<file path="src/rtl/bsg_wait_cycles_array.sv">
// bsg_wait_cycles_array: els_p independent, runtime-programmable wait timers.
// Each channel is armed by an activate pulse carrying its own cycle count N,
// holds ready_r_o low while counting, and pulses done_o on expiry. Channels
// can run one-shot or periodic (auto-reload), and can be cancelled or
// retriggered at any time.
module bsg_wait_cycles_array #(
  parameter int els_p        = 4,
  parameter int max_cycles_p = 255,
  parameter int width_p      = $clog2(max_cycles_p + 1)
) (
  input  logic                     clk,
  input  logic                     reset,
  input  logic [els_p-1:0]         activate_i,
  input  logic [els_p*width_p-1:0] cycles_i,
  input  logic [els_p-1:0]         periodic_i,
  input  logic [els_p-1:0]         cancel_i,
  output logic [els_p-1:0]         ready_r_o,
  output logic [els_p-1:0]         done_o,
  output logic                     all_ready_o
);

  typedef enum logic {
    S_IDLE = 1'b0,
    S_WAIT = 1'b1
  } state_e;

  localparam logic [width_p-1:0] one_c = width_p'(1);

  genvar gi;
  generate
    for (gi = 0; gi < els_p; gi++) begin : ch
      state_e             state_reg, state_next;
      logic [width_p-1:0] count_reg, count_next;
      logic [width_p-1:0] len_reg, len_next;
      logic               periodic_reg, periodic_next;
      logic               ready_reg, ready_next;
      logic               done_reg, done_next;
      logic [width_p-1:0] n_in;

      assign n_in = cycles_i[gi*width_p +: width_p];

      // Channel state register; reset returns the channel to idle/ready.
      always_ff @(posedge clk) begin
        if (reset) begin
          state_reg    <= S_IDLE;
          count_reg    <= '0;
          len_reg      <= '0;
          periodic_reg <= 1'b0;
          ready_reg    <= 1'b1;
          done_reg     <= 1'b0;
        end else begin
          state_reg    <= state_next;
          count_reg    <= count_next;
          len_reg      <= len_next;
          periodic_reg <= periodic_next;
          ready_reg    <= ready_next;
          done_reg     <= done_next;
        end
      end

      // Next-state logic: cancel beats activate, activate (retrigger) beats
      // expiry, so an aborted or overridden wait never emits a done pulse.
      always_comb begin
        state_next    = state_reg;
        count_next    = count_reg;
        len_next      = len_reg;
        periodic_next = periodic_reg;
        ready_next    = ready_reg;
        done_next     = 1'b0;
        if (cancel_i[gi]) begin
          state_next = S_IDLE;
          count_next = '0;
          ready_next = 1'b1;
        end else if (activate_i[gi]) begin
          if (n_in != '0) begin
            state_next    = S_WAIT;
            count_next    = n_in;
            len_next      = n_in;
            periodic_next = periodic_i[gi];
            ready_next    = 1'b0;
          end else begin
            // Zero-length wait completes immediately; periodic N=0 is a no-op.
            state_next = S_IDLE;
            count_next = '0;
            ready_next = 1'b1;
            done_next  = ~periodic_i[gi];
          end
        end else if (state_reg == S_WAIT) begin
          if (count_reg == one_c) begin
            done_next = 1'b1;
            if (periodic_reg) begin
              count_next = len_reg;
            end else begin
              state_next = S_IDLE;
              count_next = '0;
              ready_next = 1'b1;
            end
          end else begin
            count_next = count_reg - one_c;
          end
        end
      end

      // A waiting channel always holds a nonzero count.
      assert property (@(posedge clk) disable iff (reset)
                       (state_reg == S_WAIT) |-> (count_reg != '0));

      assign ready_r_o[gi] = ready_reg;
      assign done_o[gi]    = done_reg;
    end
  endgenerate

  assign all_ready_o = &ready_r_o;

endmodule

</file>
<file path="config.mk">
export PLATFORM = sky130hd
export DESIGN_NAME = bsg_wait_cycles_array
export DESIGN_NICKNAME = d
export VERILOG_FILES = /design/src/rtl/bsg_wait_cycles_array.sv
export SDC_FILE = /design/constraint.sdc
export NUM_CORES = 1
export LEC_CHECK = 0
export BUFFER_PORTS_ARGS = -buffer_cell sky130_fd_sc_hd__buf_2
export CORE_MARGIN = 1.5
export CORE_UTILIZATION = 35
export CTS_CLUSTER_DIAMETER = 150
export DETAILED_ROUTE_END_ITERATION = 6
export GPL_ROUTABILITY_DRIVEN = 0
export GPL_TIMING_DRIVEN = 0
export SLEW_MARGIN = 20
export SYNTH_ARGS = -nofsm -noshare
export SYNTH_HDL_FRONTEND = slang
export SYNTH_SLANG_ARGS = --single-unit
</file>
<file path="constraint.sdc">
create_clock -name clk -period 2.5 [get_ports clk]
set_input_delay 0.375 -clock clk [delete_from_list [all_inputs] [get_ports clk]]
set_output_delay 0.375 -clock clk [all_outputs]
set_load 0.005 [all_outputs]
</file>
==> results.md, run 1 <==
* Status: complete, no violations
* Largest net degree at the start of global routing at 14
* Routed wire length at 12.2 mm
* RSZ-0062 raised after global routing: no
* CTS max path bufs at 2
* Post-Route Skew at approximately 0.0045 ns
* Fmax at about 440 MHz
* Leading area contributor after synthesis: dfxtp_1
* CP max FO at 9
* Power per cell area at approximately 620 nW/µm²
* Maxcap violations at 0
* Met3 GRT Util at 0.0413
* Worst-margin pin slew at between 0.8 and 0.9 ns
* Final core utilization at 0.424
* Synth top area share at 0.368
* Post-cts hold buffer count at 0
* Pre-antenna DRT Iters at 5
* Design Area, Final at between 5000 and 6000 µm²
* Final Net Count at between 600 and 700
* Drt wl/cell at 15.9 µm
* Worst-Skew Late Latency at around 0.34 ns
* Slew HR at 0.401
* Synth Warn # at 0
* Resized cells post-CTS at 0
* Initial Util at 0.360
* Clock Tree Root: clkbuf_16
* Initial antenna violation count at 0
* Final min period at between 2 and 2.5 ns
* Register area share after synthesis at 0.368
* Critical path class: reg -> reg
* Post-route ant nets at 0
* DP Wirelength at just under 9 mm
* Leakage dissipation at roughly 1.9 nW
* Die area at between 10000 and 15000 µm²
* Die Span Y at roughly 110 µm
* Worst setup SP type: flip-flop
* Total GRT Usage at 0.189
* Post-synth top cells: 80 x dfxtp_1, 61 x nor2_1, 44 x a21oi_1
* Post-CTS Setup Inserts at 0
* I/O pin count at 55
* Initial DRC Count at 287
* Mapped cell area at approximately 4300 µm²
* Total number of vias at 4152
* Peak supply drop at slightly below 0.3 mV
* Count leader, synth: dfxtp_1
* Worst setup EP type: flip-flop
* Port bufs at 52
* Post-synth top flop: dfxtp_1
* Routed vias/inst at 5.43
* Inserted Diodes at 0
* Busiest grt layer: met2
* Final setup fails at 0
* Clock-pin slew on the worst setup and hold paths at approximately 0.060 ns
* Slew Limit Fails at 0
* Vias in the first global route at 3847
* GR Overflow Total at 0
* CTS tree: done
* Die X at 114 µm
* Setup TNS Final at 0 ns
* Placed Cells at between 700 and 800
* Type of the worst min-delay path: in -> reg
* First-pass GRT wire length at between 15 and 20 mm
* Mapped Nets at around 580
* Area post-placement at 4820 µm²
* Yosys cell types at 55
* Number of synthesized flops with an enable pin at 0
* Worst EP arrival at 2.49 ns
* Post-route insts no fill at between 700 and 800
* FP Rows at 40
* Fraction of layout cells with a size suffix above 1 at 0.159
* Drt drc at 0
* Met2 Resource Use GR at 0.302
* Layout Area Growth over Synthesis at 17.5%
* Synthesized area per cell at 8.23 µm²
* Clock Sinks at 80
* Core Region at ~12000 µm²
* H-Tree Depth at 3
* CP required at ~2.7 ns
* Synth top area cells: dfxtp_1 37%, mux2i_1 8.1%, nor2_1 5.3%, a21oi_1 5.1%, a31oi_1 3.0%
* Ys async rst share at 0
* Final hold violations at 0
* Yosys reg bits at 80
* TritonCTS Buffers at 9
* Cells after Synth at around 530
* Crit share post-route at 0.902
* Met1 usage at 0.255
where the power goes:
| part | internal [mW] | leakage (nW) | switching (mW) | total [mW] |
|---|---|---|---|---|
| Combinational | 0.209 | 1.12 | 0.282 | 0.491 |
| Sequential | 1.33 | 0.654 | 0.0509 | 1.38 |
| Clock | 0.772 | 0.132 | 0.538 | 1.31 |
layout make-up:
| type | instances | area (µm²) |
|---|---|---|
| buffer | 42 | 201 |
| clock buffer | 11 | 233 |
| clock inverter | 5 | 57.6 |
| fill | 1228 | 6950 |
| inverter | 16 | 60.1 |
| multi-input combinational | 390 | 2480 |
| sequential | 80 | 1600 |
| tap | 168 | 210 |
| timing repair buffer | 52 | 260 |
critical path: stages (launching register included):
cell and delay (ns):
dfxtp_1 0.33, inv_1 0.13, ha_1 0.21, nor3b_1 0.75
and2_1 0.23, buf_4 0.16, o211ai_1 0.11, a32o_1 0.23
final timing paths:
check / start / end / slack, ns / cells past startpoint
worst max-delay path: ch[2].count_reg[1] / ch[2].count_reg[4] / 0.25 / 7
worst min-delay path: periodic_i[1] / ch[1].periodic_reg / 0.30 / 3
worst max register to register: ch[2].count_reg[1] / ch[2].count_reg[4] / 0.25 / 7
worst min register to register: ch[3].len_reg[3] / ch[3].len_reg[3] / 0.48 / 2
layout by cell type (no fill, tap or decap), types with 16 or more instances in the layout:
cell and count:
nand2_1 29, nor2_1 61, nor3_1 19, dfxtp_1 80, inv_1 16, clkbuf_1 25, a31oi_1 21, a21oi_1 44
buf_2 60, mux2i_1 35
routing by layer:
| layer | vias up | routed length (µm) |
|---|---|---|
| li1 | 2063 | - |
| met1 | 1951 | 5710 |
| met2 | 125 | 5640 |
| met3 | 13 | 684 |
| met4 | 0 | 112 |
| met5 | - | 0 |
metrics by stage:
step	total power [mW]	setup slack, ns	hold WS, ns
after floorplan	1.74	0.673	0.450
after global placement	1.88	0.311	0.461
after detailed placement	1.89	0.283	0.476
after global routing	3.32	0.0908	0.304
final	3.18	0.246	0.299
after CTS	3.20	0.251	0.297
logic make-up (layout without fill, tap and decap cells):
| kind of cell | count (synthesis) | in the layout | synth area share |
|---|---|---|---|
| and+or+nand+nor | 194 | 194 | 0.233 |
| AOI/OAI and AO/OA | 140 | 140 | 0.208 |
| DFF | 80 | 80 | 0.368 |
| buffers and inverters | 58 | 126 | 0.0601 |
| muxes | 37 | 37 | 0.0858 |
| xor gates and xnor gates | 11 | 11 | 0.0222 |
| adders and majority gates | 8 | 8 | 0.0230 |
No activity file was read; power rests on OpenSTA's default activity.
==> run 2, diff against run 1 <==
--- a/config.mk
+++ b/config.mk
@@ -6,11 +6,11 @@
 export NUM_CORES = 1
 export LEC_CHECK = 0
 export BUFFER_PORTS_ARGS = -buffer_cell sky130_fd_sc_hd__buf_2
-export CORE_MARGIN = 1.5
+export CORE_ASPECT_RATIO = 0.6
+export CORE_MARGIN = 8
 export CORE_UTILIZATION = 35
 export CTS_CLUSTER_DIAMETER = 150
 export DETAILED_ROUTE_END_ITERATION = 6
-export GPL_ROUTABILITY_DRIVEN = 0
 export GPL_TIMING_DRIVEN = 0
 export SLEW_MARGIN = 20
 export SYNTH_ARGS = -nofsm -noshare
==> results.md, run 2 (same netlist as run 1, synthesis figures left out) <==
* CTS tree: done
* Drt wl/cell at 17.2 µm
* Initial Util at 0.359
* Slew Limit Fails at 0
* Top layer reached by signal wires: met4
* Worst-margin pin slew at roughly 0.86 ns
* Final setup fails at 0
* TritonCTS Buffers at 9
* Final hold violations at 0
* Comb pwr share at 0.155
* CP max FO at 9
* First-pass GRT wire length at ~21 mm
* Worst EP arrival at 2.48 ns
* Post-Route Skew at around 0.005 ns
* Post-CTS Setup Inserts at 0
* Routed vias/inst at about 5.6
* Pre-antenna DRT Iters at 5
* Largest net degree at the start of global routing at 14
* Power Total at 3.22 mW
* Worst reg2reg startpoint: ch[2].count_reg[1]
* Slew HR at 0.425
* Status: complete, no violations
* Final Net Count at 645
* DP Wirelength at 9.90 mm
* Commonest non-fill, non-tap cells in the layout: 80 x dfxtp_1, 61 x nor2_1, 60 x buf_2
* DR WL met3 at between 1 and 1.5 mm
* Endpoint, Worst Hold: ch[0].periodic_reg
* Final min period at about 2.2 ns
* GR Overflow Total at 0
* Routed wire length at about 13 mm
* Leakage dissipation at roughly 1.9 nW
* CTS max path bufs at 2
* Inserted Diodes at 0
* Core Region at ~12000 µm²
* Hold Startpoint: periodic_i[0]
* Clock Sinks at 80
* Clock-pin slew on the worst setup and hold paths at approximately 0.06 ns
* Sw power at 882 µW
* Switching portion of total power at 0.274
* Fmax at approximately 450 MHz
* Total number of vias at roughly 4300
* Worst Hold Depth at 3
* Port bufs at 52
* Commonest non-fill, non-tap cell in the layout: dfxtp_1
* Worst setup SP type: flip-flop
* Die area at 16400 µm²
* Initial antenna violation count at 0
* Total GRT Usage at 0.162
* Clock Tree Root: clkbuf_16
* Setup TNS Final at 0 ns
* Post-route ant nets at 0
* Worst setup EP type: flip-flop
* Power per cell area at between 600 and 700 nW/µm²
* H-Tree Depth at 3
* Type of the worst min-delay path: in -> reg
* Worst Reg2Reg Path Length in Cells at 7
* Crit share post-route at 0.898
* FP Rows at 31
* Initial DRC Count at 279
* Worst-Skew Late Latency at roughly 0.34 ns
* RSZ-0062 raised after global routing: no
* Maxcap violations at 0
* Wire length on met1 at approximately 6.6 mm
* Internal at roughly 2.3 mW
* Fraction of layout cells with a size suffix above 1 at 0.161
* R2R setup slack at roughly 0.25 ns
* CP required at approximately 2.7 ns
* Drt drc at 0
* Routability cong. at a little under 0.9
* R2r endpoint: ch[2].count_reg[4]
* Peak supply drop at 0.409 mV
* Routed wl met2 at between 5 and 6 mm
* Die Span Y at 102 µm
* Post-cts hold buffer count at 0
* Die X at 160 µm
* Critical path class: reg -> reg
* Layout Area Growth over Synthesis at 17.5%
* Clk network pwr share at 0.414
* Resized cells post-CTS at 0
* Flop pwr share at 0.431
* I/O pin count at 55
* Vias in the first global route at 4238
-- run 2: changes by cell type in the layout (fill, tap and decap cells not counted) --
cell and delta:
clkbuf_1 -2, clkbuf_8 +1, clkinv_2 +1, clkinvlp_4 -2
inv_6 +1
-- run 2: routing by layer --
| metal | GRT usage | vias to the layer above |
|---|---|---|
| met5 | 0 | - |
| li1 | - | 2065 |
| met2 | 0.233 | 175 |
| met1 | 0.228 | 2024 |
| met3 | 0.0515 | 24 |
| met4 | 0.0457 | 0 |
-- run 2: how the worst max path moves through the flow --
| stage | startpoint | endpoint | slack, ns | depth (start not counted) |
|---|---|---|---|---|
| global route | ch[2].count_reg[1] | ch[2].count_reg[4] | 0.06 | 7 |
| global placement | ch[2].count_reg[1] | ch[2].count_reg[3] | 0.36 | 7 |
| detailed placement | ch[2].count_reg[1] | ch[2].count_reg[4] | 0.34 | 7 |
| finish | ch[2].count_reg[1] | ch[2].count_reg[4] | 0.25 | 7 |
| CTS | ch[2].count_reg[1] | ch[2].count_reg[4] | 0.30 | 7 |
| floorplan | ch[2].count_reg[1] | ch[2].count_reg[3] | 0.67 | 7 |
-- run 2: area by class of cell --
| class | count | area, µm² |
|---|---|---|
| Fill cell | 1266 | 6990 |
| Sequential cell | 80 | 1600 |
| Tap cell | 165 | 206 |
| Inverter | 16 | 60.1 |
| Clock inverter | 5 | 56.3 |
| Multi-Input combinational cell | 390 | 2480 |
| Clock buffer | 10 | 239 |
| Timing Repair Buffer | 52 | 260 |
| Buffer | 42 | 201 |
-- run 2: stage by stage --
step	setup WS, ns	hold slack [ns]	util	instances	area (µm²)
3_5_place_dp	0.337	0.469	0.398	745	4810
6_report	0.254	0.297	0.422	760	5110
2_1_floorplan	0.673	0.450	-	528	4350
3_3_place_gp	0.356	0.461	0.398	745	4810
4_1_cts	0.302	0.283	0.422	760	5110
5_1_grt	0.0644	0.313	0.422	760	5110
-- run 2: power by group through the flow --
stage	combinational, mW	clock, mW	sequential, mW
global route	0.550	1.41	1.40
global placement	0.478	0	1.41
finish	0.500	1.33	1.39
CTS	0.490	1.36	1.39
floorplan	0.340	0	1.40
detailed placement	0.487	0	1.41
-- run 2: critical path: stages, from the launching register on --
cell,delay (ns)
dfxtp_1,0.34
inv_1,0.13
ha_1,0.22
nor3b_1,0.73
and2_1,0.22
buf_4,0.16
o211ai_1,0.10
a32o_1,0.23
==> run 3, diff against run 2 <==
--- a/config.mk
+++ b/config.mk
@@ -5,7 +5,8 @@
 export SDC_FILE = /design/constraint.sdc
 export NUM_CORES = 1
 export LEC_CHECK = 0
-export BUFFER_PORTS_ARGS = -buffer_cell sky130_fd_sc_hd__buf_2
+export ABC_AREA = 1
+export BUFFER_PORTS_ARGS = -buffer_cell sky130_fd_sc_hd__buf_4
 export CORE_ASPECT_RATIO = 0.6
 export CORE_MARGIN = 8
 export CORE_UTILIZATION = 35
==> results.md, run 3 <==
* Leakage dissipation at ~2.4 nW
* Worst setup SP type: flip-flop
* Final core utilization at 0.430
* Initial antenna violation count at 0
* Fmax at about 660 MHz
* GR Overflow Total at 0
* Crit share post-route at 0.610
* Pre-CTS setup slack at 0.813 ns
* Critical Path Max Stage Delay at around 0.33 ns
* Register area share after synthesis at 0.352
* RSZ-0062 raised after global routing: no
* Die area at ~17000 µm²
* Clock-pin slew on the worst setup and hold paths at about 0.06 ns
* Slew HR at 0.584
* Leading area contributor after synthesis: dfxtp_1
* Design Area, Final at approximately 5500 µm²
* Switching portion of total power at 0.265
* Commonest non-fill, non-tap cell in the layout: nand2_1
* Routed wire length at roughly 13 mm
* Placed Cells at between 900 and 1000
* CP required at around 2.1 ns
* TritonCTS Buffers at 9
* Drt wl/cell at approximately 14 µm
* Inserted Diodes at 0
* Die Span Y at between 100 and 150 µm
* Final hold violations at 0
* Commonest non-fill, non-tap cells in the layout: 119 x nand2_1, 108 x nor2_1, 80 x inv_1, 80 x dfxtp_1, 66 x nand3_1
* Peak supply drop at between 0.3 and 0.4 mV
* Fraction of layout cells with a size suffix above 1 at 0.166
* Worst Path Buf+Inv at 2
* Die X at 163 µm
* Resized cells post-CTS at 0
* Vias in the first global route at between 4000 and 5000
* Synth top area share at 0.352
* I/O pin count at between 50 and 60
* Layout Area Growth over Synthesis at 20.6%
* Power per cell area at ~610 nW/µm²
* Final-layout fill cell count at approximately 1300
* CTS tree: done
* Initial DRC Count at around 320
* Reg area at approximately 1600 µm²
* Slew Limit Fails at 0
* H-Tree Depth at 3
* First-pass GRT wire length at between 20 and 25 mm
* Setup TNS Final at 0 ns
* Multi-input gate area at 2420 µm²
* Clock Sinks at 80
* Final Net Count at approximately 800
* Internal at approximately 2.4 mW
* Clock Tree Root: clkbuf_16
* Number of synthesized flops with an enable pin at 0
* Synth top area cells: dfxtp_1 35%, nand2_1 9.8%, nor2_1 8.9%, nand3_1 7.3%, inv_1 6.6%
* WHS at 0.281 ns
* Worst EP arrival at ~1.2 ns
* Critical path class: reg -> out
* Area post-placement at 5170 µm²
* Count leader, synth: nand2_1
* Routability cong. at slightly below 0.9
* CP max FO at 2
* Post-Route Skew at between 0.005 and 0.006 ns
* Cell family with most CP delay: flip-flops
* Synthesized area per cell at ~6.7 µm²
* Post-route insts no fill at a little over 900
* CTS max path bufs at 2
* Port bufs at 54
* Worst setup EP type: output port
* DP Wirelength at 9.99 mm
* Initial Util at 0.357
* Clk network pwr share at 0.415
* Routed vias/inst at roughly 5
* Maxcap violations at 0
* Post-synth top cells: 119 x nand2_1, 108 x nor2_1, 80 x dfxtp_1, 80 x inv_1, 66 x nand3_1
* FP Rows at 32
* Cells after Synth at 682
* Total number of vias at 4661
* Ys async rst share at 0
* Core Region at roughly 13000 µm²
* Flop pwr share at 0.418
* Total GRT Usage at 0.150
* Final setup fails at 0
* Post-CTS Setup Inserts at 0
* Sw power at slightly below 900 µW
* Yosys cell types at 33
* PnR worst setup slack at 0.975 ns
* Drt drc at 0
* Worst-margin pin slew at between 0.6 and 0.7 ns
* Power Total at between 3 and 4 mW
* Yosys reg bits at 80
* Comb pwr share at 0.168
* Synth Warn # at 0
* Slowest-stage cell, CP: dfxtp_1
* Status: complete, no violations
* Pre-antenna DRT Iters at 5
* Mapped Nets at around 740
* Mapped cell area at around 4600 µm²
* Post-synth top flop: dfxtp_1
* Largest net degree at the start of global routing at 13
* Type of the worst min-delay path: in -> reg
* Worst-path cell chain: inv_1 > nor3_1 > buf_4
* Final min period at 1.53 ns
* Post-cts hold buffer count at 0
* Post-route ant nets at 0
* Worst-Skew Late Latency at roughly 0.33 ns
[run 3: cell types whose count changed after synthesis, moves of 15 or more]
cell	before	now
inv_1	16	80
a31oi_1	21	2
o21ai_1	0	19
nor2_1	61	108
nand3_1	13	66
a22oi_1	1	19
clkbuf_1	23	8
mux2i_1	35	0
nand2_1	29	119
nor3_1	19	1
o21ai_0	14	46
[run 3: cell type report]
type,count,share of cell area
plain buffers,32,0.0408
clock buffers,14,0.0517
clock inverters,2,0.00638
inverters,82,0.0560
multi-input cells,488,0.441
flip-flops and latches,80,0.292
well taps,170,0.0387
repair buffers,54,0.0738
[run 3: logic make-up after synthesis]
family                     count (synthesis)  share of synthesized area
and+or+nand+nor                          318                      0.305
adders and majority gates                  8                     0.0220
AOI/OAI and AO/OA                        159                      0.199
DFF                                       80                      0.352
buffers and inverters                    114                      0.117
xor gates and xnor gates                   3                    0.00577
[run 3: worst paths after layout]
path,startpoint,endpoint,slack [ns],cells past startpoint
worst max-delay path,ch[1].ready_reg,all_ready_o,0.97,3
worst min-delay path,reset,ch[3].len_reg[3],0.28,2
worst max register to register,ch[0].count_reg[1],ch[0].count_reg[5],1.04,9
worst min register to register,ch[3].len_reg[3],ch[3].len_reg[3],0.47,2
[run 3: power groups by stage]
stage,clock (mW),sequential (mW),combinational [mW]
2_1_floorplan,0,1.41,0.381
3_3_place_gp,0,1.42,0.543
3_5_place_dp,0,1.42,0.554
4_1_cts,1.42,1.39,0.557
6_report,1.38,1.39,0.559
5_1_grt,1.48,1.40,0.633
[run 3: metal layers]
| metal | GRT usage | wire [µm] | vias to the layer above |
|---|---|---|---|
| met5 | 0 | 0 | - |
| met4 | 0.0293 | 107 | 0 |
| met3 | 0.0356 | 791 | 9 |
| met2 | 0.223 | 5300 | 120 |
| met1 | 0.214 | 6490 | 2182 |
| li1 | - | - | 2350 |
